## config.mk

```make
export PLATFORM = sky130hd
export DESIGN_NAME = medidor_periodo
export DESIGN_NICKNAME = d
export VERILOG_FILES = /design/src/rtl/medidor_periodo_pkg.sv /design/src/rtl/sincronizador_borda.sv /design/src/rtl/medidor_periodo.sv
export SDC_FILE = /design/constraint.sdc
export NUM_CORES = 1
export LEC_CHECK = 0
export ABC_CLOCK_PERIOD_IN_PS = 2250
export CAP_MARGIN = 20
export CORE_UTILIZATION = 33
export CTS_CLUSTER_DIAMETER = 80
export DETAILED_ROUTE_END_ITERATION = 8
export GPL_TIMING_DRIVEN = 0
export PLACE_DENSITY_LB_ADDON = 0.3
export SLEW_MARGIN = 20
export SYNTH_ARGS = -nofsm -noshare
export SYNTH_HDL_FRONTEND = slang
export SYNTH_SLANG_ARGS = --single-unit
```

## constraint.sdc

```tcl
create_clock -name clock -period 2.25 [get_ports clock]
set_input_delay 0.45 -clock clock [delete_from_list [all_inputs] [get_ports clock]]
set_output_delay 0.45 -clock clock [all_outputs]
set_load 0.005 [all_outputs]
```

## src/rtl/medidor_periodo_pkg.sv

```systemverilog
// Shared definitions for the beat period meter and its companion period generator.
package medidor_periodo_pkg;

    // Measurement FSM states; the encoding is fixed so other blocks can decode it directly
    typedef enum logic [1:0] {
        ESPERA  = 2'b00,
        CONTA   = 2'b01,
        ESTOURO = 2'b10
    } estado_t;

    localparam int N_PADRAO   = 16;
    localparam int MIN_PADRAO = 4;

    // Largest period representable in a counter of the given width
    function automatic int periodo_maximo(input int largura);
        return (1 << largura) - 1;
    endfunction

endpackage

```

## src/rtl/sincronizador_borda.sv

```systemverilog
// Brings an asynchronous input into the clock domain and flags its rising edges.
module sincronizador_borda (
    input  logic clock,
    input  logic zera_as,
    input  logic zera_s,
    input  logic entrada,
    output logic borda
);

    logic s1;
    logic s2;
    logic s3;

    // Two flops for metastability, a third as the previous value for edge detection
    always_ff @(posedge clock or posedge zera_as) begin
        if (zera_as) begin
            s1 <= 1'b0;
            s2 <= 1'b0;
            s3 <= 1'b0;
        end else if (zera_s) begin
            s1 <= 1'b0;
            s2 <= 1'b0;
            s3 <= 1'b0;
        end else begin
            s1 <= entrada;
            s2 <= s1;
            s3 <= s2;
        end
    end

    assign borda = s2 & ~s3;

endmodule

```

## src/rtl/medidor_periodo.sv

```systemverilog
// Measures the number of clock cycles between successive rising edges of an external beat.
module medidor_periodo
    import medidor_periodo_pkg::*;
#(
    parameter int N   = N_PADRAO,
    parameter int MIN = MIN_PADRAO
) (
    input  logic         clock,
    input  logic         zera_as,
    input  logic         zera_s,
    input  logic         habilita,
    input  logic         batida,
    output logic [N-1:0] periodo,
    output logic         pronto,
    output logic         estouro,
    output logic         medindo
);

    localparam logic [N-1:0] CNT_MAX = '1;
    localparam logic [N-1:0] CNT_MIN = N'(MIN);

    estado_t      estado;
    logic [N-1:0] cnt;
    logic         borda;

    sincronizador_borda u_sincronizador (
        .clock   (clock),
        .zera_as (zera_as),
        .zera_s  (zera_s),
        .entrada (batida),
        .borda   (borda)
    );

    // FSM, interval counter and capture register; overflow is reached before the counter could wrap
    always_ff @(posedge clock or posedge zera_as) begin
        if (zera_as) begin
            estado  <= ESPERA;
            cnt     <= '0;
            periodo <= '0;
            pronto  <= 1'b0;
            estouro <= 1'b0;
        end else if (zera_s) begin
            estado  <= ESPERA;
            cnt     <= '0;
            periodo <= '0;
            pronto  <= 1'b0;
            estouro <= 1'b0;
        end else begin
            pronto <= 1'b0;
            if (!habilita) begin
                estado <= ESPERA;
                cnt    <= '0;
            end else begin
                case (estado)
                    ESPERA: begin
                        if (borda) begin
                            estado <= CONTA;
                            cnt    <= {{(N-1){1'b0}}, 1'b1};
                        end else begin
                            cnt <= '0;
                        end
                    end
                    CONTA: begin
                        if (borda && (cnt >= CNT_MIN)) begin
                            periodo <= cnt;
                            pronto  <= 1'b1;
                            estouro <= 1'b0;
                            cnt     <= {{(N-1){1'b0}}, 1'b1};
                        end else if (cnt == CNT_MAX) begin
                            estado  <= ESTOURO;
                            estouro <= 1'b1;
                            cnt     <= '0;
                        end else begin
                            cnt <= cnt + 1'b1;
                        end
                    end
                    ESTOURO: begin
                        if (borda) begin
                            estado <= CONTA;
                            cnt    <= {{(N-1){1'b0}}, 1'b1};
                        end else begin
                            cnt <= '0;
                        end
                    end
                    default: begin
                        estado <= ESPERA;
                        cnt    <= '0;
                    end
                endcase
            end
        end
    end

    assign medindo = (estado == CONTA);

endmodule

```

Word-level counts from Yosys, hierarchy flattened
Cells that the tools add are included.
{"block": "totals", "register_bits": 39, "in_bits": 5, "elab_cells": 56}
{"block": "classes", "n_addsub": 1, "n_lt_le_gt_ge": 1, "n_eq_ne": 6, "mux": 28, "bitwise_logic": 2, "n_reduce_logical": 10}
{"cell": "2-to-1 mux 16 bit", "count": 8}
{"cell": "case mux 16 bit (2 select lines)", "count": 1}
{"cell": "adder 16 x 1 -> 16 bit (second input constant)", "count": 1}
{"cell": "== test 16 bit (second input constant)", "count": 1}
{"cell": "greater-or-equal comparator 16 x 3 -> 1 bit (second input constant)", "count": 1}
{"cell": "2-to-1 mux 1 bit", "count": 13}
{"cell": "2-to-1 mux 2 bit", "count": 5}
{"cell": "AND reduction 3 bit", "count": 3}
{"cell": "inequality test 4 x 3 -> 1 bit (second input constant)", "count": 2}
{"cell": "nonzero test 2 bit", "count": 3}
{"cell": "inequality test 4 bit (second input constant)", "count": 1}
{"cell": "case mux 2 bit (2 select lines)", "count": 1}
{"cell": "nonzero test 3 bit", "count": 1}
{"cell": "== test 2 x 1 -> 1 bit (second input constant)", "count": 1}
{"cell": "== test 2 bit (second input constant)", "count": 1}
{"cell": "zero test 2 bit", "count": 1}
{"cell": "OR reduction 2 bit", "count": 1}
{"cell": "AND 1 bit", "count": 1}
{"cell": "logical AND 1 bit", "count": 1}
{"cell": "NOT 1 bit", "count": 1}

Longest topological paths before layout
Gate-level depths: netlist of run 1.
{"block": "depth", "depth_word": 7, "depth_mapped": 7, "mapped_depth_nobuf": 5}

Hierarchy
From an unflattened synthesis of run 1, not the netlist that was laid out.
{"block": "hier_totals", "hier_cells": 149, "area_unflattened_um2": 1705.4}
{"module": "medidor_periodo", "instances": 1, "cells_per_inst": 141, "area_per_inst_um2": 1599.0, "seq_area_each_um2": 900.9}
{"module": "sincronizador_borda", "instances": 1, "cells_per_inst": 8, "area_per_inst_um2": 106.4, "seq_area_each_um2": 75.1}

Worst setup path after synthesis of run 1
Ideal clock, no wire load.
{"block": "synth_timing", "kind": "register to register", "from": "reg cnt[0]", "to": "reg cnt[0]", "setup_ns": 0.126, "t_arrival_ns": 1.664, "required_time_ns": 2.124, "slack_ns": 0.460, "stages_incl_launch_ff": 5, "n_path_buf": 0, "synth_period_minus_slack_ns": 1.790, "cell_sequence": "dfrtp_1 ha_1 nand3_1 or4_4 a311o_1"}
{"block": "synth_between", "elab_chain_len": 6}
{"element": "start, declared", "line_no": "medidor_periodo.sv:23", "source": "logic [N-1:0] cnt;"}
{"element": "start signal, assigned", "line_no": "medidor_periodo.sv:58", "source": "cnt <= {{(N-1){1'b0}}, 1'b1};"}
{"element": "start signal, assigned", "line_no": "medidor_periodo.sv:68", "source": "cnt <= {{(N-1){1'b0}}, 1'b1};"}
{"element": "start signal, assigned", "line_no": "medidor_periodo.sv:74", "source": "cnt <= cnt + 1'b1;"}
{"element": "adder 16 x 1 -> 16 bit (tied with other cells)", "line_no": "medidor_periodo.sv:74"}
{"element": "2-to-1 mux 16 bit or logical AND 1 bit (tied branches)", "line_no": "medidor_periodo.sv:69, medidor_periodo.sv:64"}
{"element": "2-to-1 mux 16 bit (*)", "line_no": "medidor_periodo.sv:64", "source": "if (borda && (cnt >= CNT_MIN)) begin"}
{"element": "case mux 16 bit (2 select lines) (*)", "line_no": "medidor_periodo.sv:54", "source": "case (estado)"}
{"element": "2-to-1 mux 16 bit (*)", "line_no": "medidor_periodo.sv:50", "source": "if (!habilita) begin"}
{"element": "2-to-1 mux 16 bit (*)", "line_no": "medidor_periodo.sv:42", "source": "end else if (zera_s) begin"}
Every way passes the cells marked *; elsewhere a longest branch is shown, timed or not.
A chain may end at the register's enable or synchronous reset.

Worst setup path after layout of run 1
{"block": "layout_timing", "from": "reg cnt[0]", "to": "reg cnt[1]"}
Same word-level chain as after synthesis.

==> out/qor.log, run 1 <==
INFO  logic_synthesis post_synth.cell_area_avg=11.3squm
INFO  place          dpl_cell_area=2060squm
INFO  logic_synthesis synth_cells=152
INFO  route          postRouteWirelength=3580um
INFO  cts            cts.repair_timing.setup_buffer_count=0
INFO  layout         layout_common_cells=dfrtp_1 (39), clkdlybuf4s50_1 (23), nor2_1 (22)
INFO  route          postRouteAntennaNets=0
INFO  place          finalWeightedCongestion=0.740
INFO  power_and_ir_drop power_switching_share=19.9%
INFO  power_and_ir_drop irDropWorstVdd=259uV
INFO  flow_run       timing.max_cap.violations=0
INFO  critical_path  setup.worst_path.end=cnt[1]
INFO  critical_path  required=2430ps
INFO  logic_synthesis ys.flop_type=dfrtp_1
INFO  power_and_ir_drop power_per_cell_area=618nW/um^2
INFO  die            die-width=74.2um
INFO  critical_path  reg2reg_slack=210ps
INFO  die            floorplan.initialDensity=35.3%
INFO  route          drc=0
INFO  logic_synthesis postSynthRegisterBits=39
INFO  cts            cts_hold_buf=0
INFO  cts            cts.sinks=39
INFO  power_and_ir_drop switching_power_total=268uW
INFO  cts            cts_repair_resize_count=0
INFO  critical_path  worst_r2r_startpoint=cnt[0]
INFO  critical_path  path_class=reg -> reg
INFO  logic_synthesis mappedNetlistNets=159
INFO  logic_synthesis post_synth_instance_area=1720squm
INFO  sta            timing.max_slew.rel_slack=58.1%
INFO  critical_path  critical_path.max_fanout=10
INFO  critical_path  cp_data_arrival_time=2230ps
INFO  sta            finClkSkew=5.55ps
INFO  route          wire_per_inst=14.3um
INFO  layout         core_util_final=44.7%
INFO  logic_synthesis synth_sequential_area_ratio=56.7%
INFO  sta            finalHoldViolCount=0
INFO  die            floorplan.die_area=5510squm
INFO  power_and_ir_drop comb_power_share=3.4%
INFO  power_and_ir_drop power.share.sequential=52.3%
INFO  cts            tritoncts.num_buffers=5
INFO  place          numPlacedInstances=243
INFO  critical_path  crit_path_start=cnt[0]
INFO  critical_path  ff2ff_path_depth=6
INFO  layout         stdcell_count=251
INFO  critical_path  startpoint_type=register
INFO  route          route.vias.total=1,241
INFO  sta            setup-violations-final=0
INFO  logic_synthesis yosysWarningCount=0
INFO  route          detailedRoute.firstPassIterationCount=4
INFO  global_route   grt_first_pass_wirelength=6270um
INFO  cts            clk_path_buf_depth=2
INFO  place          dp_hpwl=2550um
INFO  layout         final_layout_size_suffix_gt1_share=12.5%
INFO  run_status     outcome=completed
INFO  die            placeableCoreArea=4880squm
INFO  sta            timing.final.crit_share=90.8%
INFO  critical_path  r2r-end=cnt[1]
INFO  layout         mostFrequentLayoutCell=dfrtp_1
INFO  die            die-height=74.2um
INFO  global_route   grt_start_max_net_pins=25
INFO  layout         antenna_cells_inserted=0
INFO  layout         post-route-cell-area=2180squm
INFO  route          detail_route.vias_per_cell=4.94
INFO  hold_path      worstHoldPathType=in -> async
INFO  cts            cts_max_level=2
INFO  sta            fin_setup_tns=0ps
INFO  logic_synthesis count_of_flip_flops_with_a_built_in_enable_after_synthesis=0
INFO  power_and_ir_drop clkPwrFrac=44.3%
INFO  sta            timing.fmax=489MHz
INFO  sta            grt_setup_unrepaired=false
INFO  global_route   combined_global_route_utilization_of_all_metal_layers=15.6%
INFO  power_and_ir_drop intPower=1080uW
INFO  sta            tightestPinTransition=626ps
INFO  sta            period_minus_slack=2040ps
INFO  layout         area_growth=26.7%
INFO  cts            clk_root_buffer_cell=clkbuf_8
INFO  logic_synthesis synth_cell_type_count=29
INFO  place          port_buffers=23
INFO  logic_synthesis async_reset_ff_share=100%
INFO  sta            slew_violations=0
INFO  global_route   gr-total-overflow=0
INFO  cts            cts_tree=done
INFO  layout         final_nets=190
INFO  die            io_pins=24
INFO  cts            insertion_delay=290ps
INFO  critical_path  critical_path_end_type=register
INFO  global_route   antenna_found_initial=0
INFO  global_route   first_global_vias=1,301
INFO  cts            clkSlewWorstSetupHoldPaths=70ps
INFO  route          detail_route.iter0.violations=79
INFO  die            placement_rows=25
INFO  power_and_ir_drop power.static_leakage=0.000919uW
[stage by stage]
stage,setup slack [ps],hold slack [ps],total power [uW]
after floorplan,460,439,742
after detailed placement,6.59,480,766
after global routing,85.3,500,1400
after CTS,177,452,1360
after global placement,25.3,454,758
final,206,447,1350
[kinds of logic (layout without fill, tap and decap cells)]
family                     count (synthesis)  after routing  share of synthesized area (%)
DFF                                       39             39                           56.7
adders and majority gates                  2              2                           1.45
buffers and inverters                     16             48                           4.80
and+or+nand+nor                           59             59                           18.6
xor gates and xnor gates                  14             14                           7.12
AOI/OAI and AO/OA                         22             22                           11.3
[how the worst min path moves through the flow]
stage / start / end / slack, ps / cells past startpoint
floorplan: u_sincronizador.s1 / u_sincronizador.s2 / 440 / 1
global placement: u_sincronizador.s1 / u_sincronizador.s2 / 450 / 1
detailed placement: u_sincronizador.s1 / u_sincronizador.s2 / 480 / 1
CTS: zera_as / estado[0] / 450 / 2
global route: zera_as / estado[0] / 500 / 2
finish: zera_as / estado[0] / 450 / 2
[Yosys cell counts, types with 2 or more instances]
cell     number  area, sq um
nand2_1       5         18.8
a22o_1       16          140
nor4_1        7         43.8
nand3_1       5         25.0
buf_2         5         25.0
nor2_1       22         82.6
and4_1        2         17.5
xnor2_1      10         87.6
nor2b_1       4         25.0
ha_1          2         25.0
nor3_1        4         20.0
nand4_1       5         31.3
xor2_1        4         35.0
buf_4         2         15.0
dfrtp_1      39          976
inv_1         7         26.3
[power by group through the flow]
| stage | logic (uW) | registers, uW | clock network, uW |
|---|---|---|---|
| final | 45.6 | 705 | 597 |
| after global routing | 52.3 | 705 | 641 |
| after CTS | 47.0 | 705 | 612 |
| after detailed placement | 46.9 | 719 | 0 |
| after global placement | 39.6 | 719 | 0 |
| after floorplan | 24.0 | 718 | 0 |
[state kept, by name, indices dropped and copies added, names as in the netlist]
name,count
cnt,16
periodo,16
u_sincronizador.s1,1
estouro,1
estado,2
u_sincronizador.s2,1
pronto,1
u_sincronizador.s3,1
[worst max-delay path, stage by stage (launching register included)]
cell	delay (ps)
dfrtp_1	450
ha_1	230
nand3_1	260
or4_4	610
o211ai_2	150
buf_6	190
nor2_1	50
[layout make-up]
type                            instances  area [sq um]
Timing Repair Buffer                   24           258
Sequential cell                        39           976
Clock inverter                          2          35.0
Inverter                                7          26.3
Clock buffer                            6          82.6
Fill cell                             487          2700
Buffer                                  9          56.3
Multi-Input combinational cell         97           663
Tap cell                               67          83.8
[per-layer routing]
metal,global-route usage [%],wire (um),up-vias
met5,0,0,-
met1,19.5,1700,609
li1,-,-,599
met4,8.39,102,0
met2,24.7,1670,25
met3,4.07,111,8
(Power assumes the default switching activity.)
==> run 2: changes to the inputs <==
--- a/config.mk
+++ b/config.mk
@@ -7,12 +7,11 @@
 export LEC_CHECK = 0
 export ABC_CLOCK_PERIOD_IN_PS = 2250
 export CAP_MARGIN = 20
-export CORE_UTILIZATION = 33
+export CORE_UTILIZATION = 30
 export CTS_CLUSTER_DIAMETER = 80
 export DETAILED_ROUTE_END_ITERATION = 8
 export GPL_TIMING_DRIVEN = 0
 export PLACE_DENSITY_LB_ADDON = 0.3
-export SLEW_MARGIN = 20
 export SYNTH_ARGS = -nofsm -noshare
 export SYNTH_HDL_FRONTEND = slang
 export SYNTH_SLANG_ARGS = --single-unit
==> run 2 against run 1 <==
Die area up 9.7%. First-iteration DRC count is 20% lower. Worst hold slack improved by 28 ps. Sequential power about the same. Clock skew is essentially flat. Wire length shrank 5.1%. Combinational power fell by 12%. Maximum frequency down 0.24%. Clock power decreased by 25%. Register-to-register slack about the same. Power down 11%. Critical endpoint is now cnt[10]. Highest routed layer unchanged.
==> out/qor.log, run 2 (synthesis results as in run 1) <==
INFO  die            floorplan.die_area=6050squm [was 5510 sq um]
INFO  layout         final_nets=189 [was 190]
INFO  sta            finClkSkew=5.06ps [was 5.55 ps]
INFO  critical_path  startpoint_type=register [unchanged]
INFO  critical_path  critical_path_end_type=register [unchanged]
INFO  sta            setup-violations-final=0 [unchanged]
INFO  die            placeableCoreArea=5510squm [was 4880 sq um]
INFO  critical_path  path_class=reg -> reg [unchanged]
INFO  critical_path  crit_family=simple AND/OR/NAND/NOR gates [unchanged]
INFO  route          detail_route.iter0.violations=63 [was 79]
INFO  global_route   combined_global_route_utilization_of_all_metal_layers=13.2% [was 15.6%]
INFO  route          detailedRoute.firstPassIterationCount=4 [unchanged]
INFO  global_route   gr-total-overflow=0 [unchanged]
INFO  global_route   first_global_vias=1,222 [was 1,301]
INFO  die            io_pins=24 [unchanged]
INFO  cts            insertion_delay=290ps [about the same]
INFO  place          dpl_cell_area=2040squm [was 2060 sq um]
INFO  cts            tritoncts.num_buffers=5 [unchanged]
INFO  cts            clkSlewWorstSetupHoldPaths=70ps [about the same]
INFO  route          postRouteAntennaNets=0 [unchanged]
INFO  global_route   grt_start_max_net_pins=40 [was 25]
INFO  layout         final_layout_size_suffix_gt1_share=10.9% [was 12.5%]
INFO  sta            timing.fmax=488MHz [was 489 MHz]
INFO  place          port_buffers=23 [unchanged]
INFO  power_and_ir_drop power.static_leakage=0.000888uW [was 0.000919 uW]
INFO  layout         layout_common_cells=dfrtp_1 (39), clkdlybuf4s50_1 (23), nor2_1 (22) [unchanged]
INFO  place          post_place_setup_slack=-56.8ps [was 6.59 ps]
INFO  sta            period_minus_slack=2050ps [was 2040 ps]
INFO  sta            setup_slack=201ps [was 206 ps]
INFO  layout         antenna_cells_inserted=0 [unchanged]
INFO  route          drc=0 [unchanged]
INFO  sta            hold_ws=475ps [was 447 ps]
INFO  route          detail_route.vias_per_cell=4.68 [was 4.94]
INFO  layout         post-route-cell-area=2120squm [was 2180 sq um]
INFO  hold_path      worstHoldPathType=reg -> reg [was in -> async]
INFO  layout         multi_input_comb_area=663squm [unchanged]
INFO  cts            cts_hold_buf=0 [unchanged]
INFO  layout         largestRegisters=cnt (16), periodo (16), estado (2) [unchanged]
INFO  critical_path  critical_path.cell_chain=ha_1, nand3_1, or4_4, o211ai_2, buf_6, nor2_1 [unchanged]
INFO  sta            finalHoldViolCount=0 [unchanged]
INFO  run_status     outcome=completed [unchanged]
INFO  cts            cts.sinks=39 [unchanged]
INFO  place          numPlacedInstances=247 [was 243]
INFO  sta            fin_setup_tns=0ps [unchanged]
INFO  sta            timing.max_slew.rel_slack=47.3% [was 58.1%]
INFO  sta            grt_setup_unrepaired=false [unchanged]
INFO  die            die-height=77.8um [was 74.2 um]
INFO  sta            tightestPinTransition=789ps [was 626 ps]
INFO  sta            timing.final.crit_share=91.1% [was 90.8%]
INFO  place          dp_hpwl=2310um [was 2550 um]
INFO  route          wire_per_inst=13.3um [was 14.3 um]
INFO  critical_path  critical_path.max_fanout=10 [unchanged]
INFO  sta            slew_violations=0 [unchanged]
INFO  layout         mostFrequentLayoutCell=dfrtp_1 [unchanged]
INFO  route          postRouteWirelength=3400um [was 3580 um]
INFO  critical_path  cp_data_arrival_time=2230ps [about the same]
INFO  die            floorplan.initialDensity=31.3% [was 35.3%]
INFO  die            die-width=77.8um [was 74.2 um]
INFO  cts            clk_root_buffer_cell=clkbuf_8 [unchanged]
INFO  critical_path  timing.critical_path.buf_inv=1 [unchanged]
INFO  cts            clk_path_buf_depth=2 [unchanged]
INFO  cts            cts_max_level=2 [unchanged]
INFO  critical_path  required=2430ps [about the same]
INFO  global_route   antenna_found_initial=0 [unchanged]
INFO  place          finalWeightedCongestion=0.747 [was 0.740]
INFO  layout         area_growth=23.3% [was 26.7%]
INFO  layout         stdcell_count=255 [was 251]
INFO  power_and_ir_drop irDropWorstVdd=293uV [was 259 uV]
INFO  layout         n_fill_cell=543 [was 487]
INFO  power_and_ir_drop power_per_cell_area=562nW/um^2 [was 618 nW/um^2]
INFO  flow_run       timing.max_cap.violations=0 [unchanged]
INFO  global_route   grt_first_pass_wirelength=6090um [was 6270 um]
INFO  layout         sequential_cell_area=976squm [unchanged]
INFO  critical_path  crit_path_max_incr_delay=610ps [about the same]
INFO  die            placement_rows=27 [was 25]
INFO  cts            cts.repair_timing.setup_buffer_count=0 [unchanged]
INFO  route          route.vias.total=1,194 [was 1,241]
INFO  cts            cts_tree=done [unchanged]
INFO  critical_path  slowest_stage=or4_4 [unchanged]
INFO  cts            cts_repair_resize_count=0 [unchanged]
==> run 2: cell count changes in the layout (fill, tap and decap cells not counted), sizes merged <==
cell / previous run / this run
bufinv: 1 / 0
clkbuf: 7 / 8
buf: 9 / 8
==> run 2: worst paths after layout <==
check	start	to	slack [ps]	cells after the start
worst max-delay path	cnt[0]	cnt[10]	200	6
worst min-delay path	u_sincronizador.s1	u_sincronizador.s2	470	1
worst max register to register	cnt[0]	cnt[10]	200	6
worst min register to register	u_sincronizador.s1	u_sincronizador.s2	470	1
max in group asynchronous	zera_as	periodo[0]	1120	2
min in group asynchronous	zera_as	u_sincronizador.s1	630	2
==> run 2: through the flow <==
step                total power, uW  utilization [%]
detailed placement              760             37.1
global placement                760             37.1
finish                         1190             38.6
global route                   1240             38.6
floorplan                       742                -
CTS                            1210             38.6
==> run 2: metal layers <==
metal	GRT usage (%)	share of wire (%)	routed length [um]	vias up
li1	-	-	-	598
met1	19.0	54	1830	570
met2	18.1	40	1370	19
met3	3.41	3.6	124	7
met4	6.79	1.9	65	0
met5	0	0	0	-
==> run 2: layout make-up <==
cell class	count	area share, %
repair buffers	23	10.8
well taps	72	4.24
plain buffers	9	2.65
inverters	7	1.24
multi-input cells	97	31.2
clock buffers	7	3.59
flip-flops and latches	39	46.0
clock inverters	1	0.236
==> run 2: worst reg2reg max path, cell delays in order (launching register included) <==
cell	delay, ps
dfrtp_1	450
ha_1	210
nand3_1	260
or4_4	610
o211ai_2	150
buf_6	190
nor2_1	60
==> run 2: power breakdown <==
group / total [uW] / internal, uW / switching, uW / leakage [uW]
Clock: 448 / 217 / 231 / 0.0000422
Sequential: 705 / 704 / 1.69 / 0.000543
Combinational: 40.2 / 13.2 / 26.9 / 0.000302
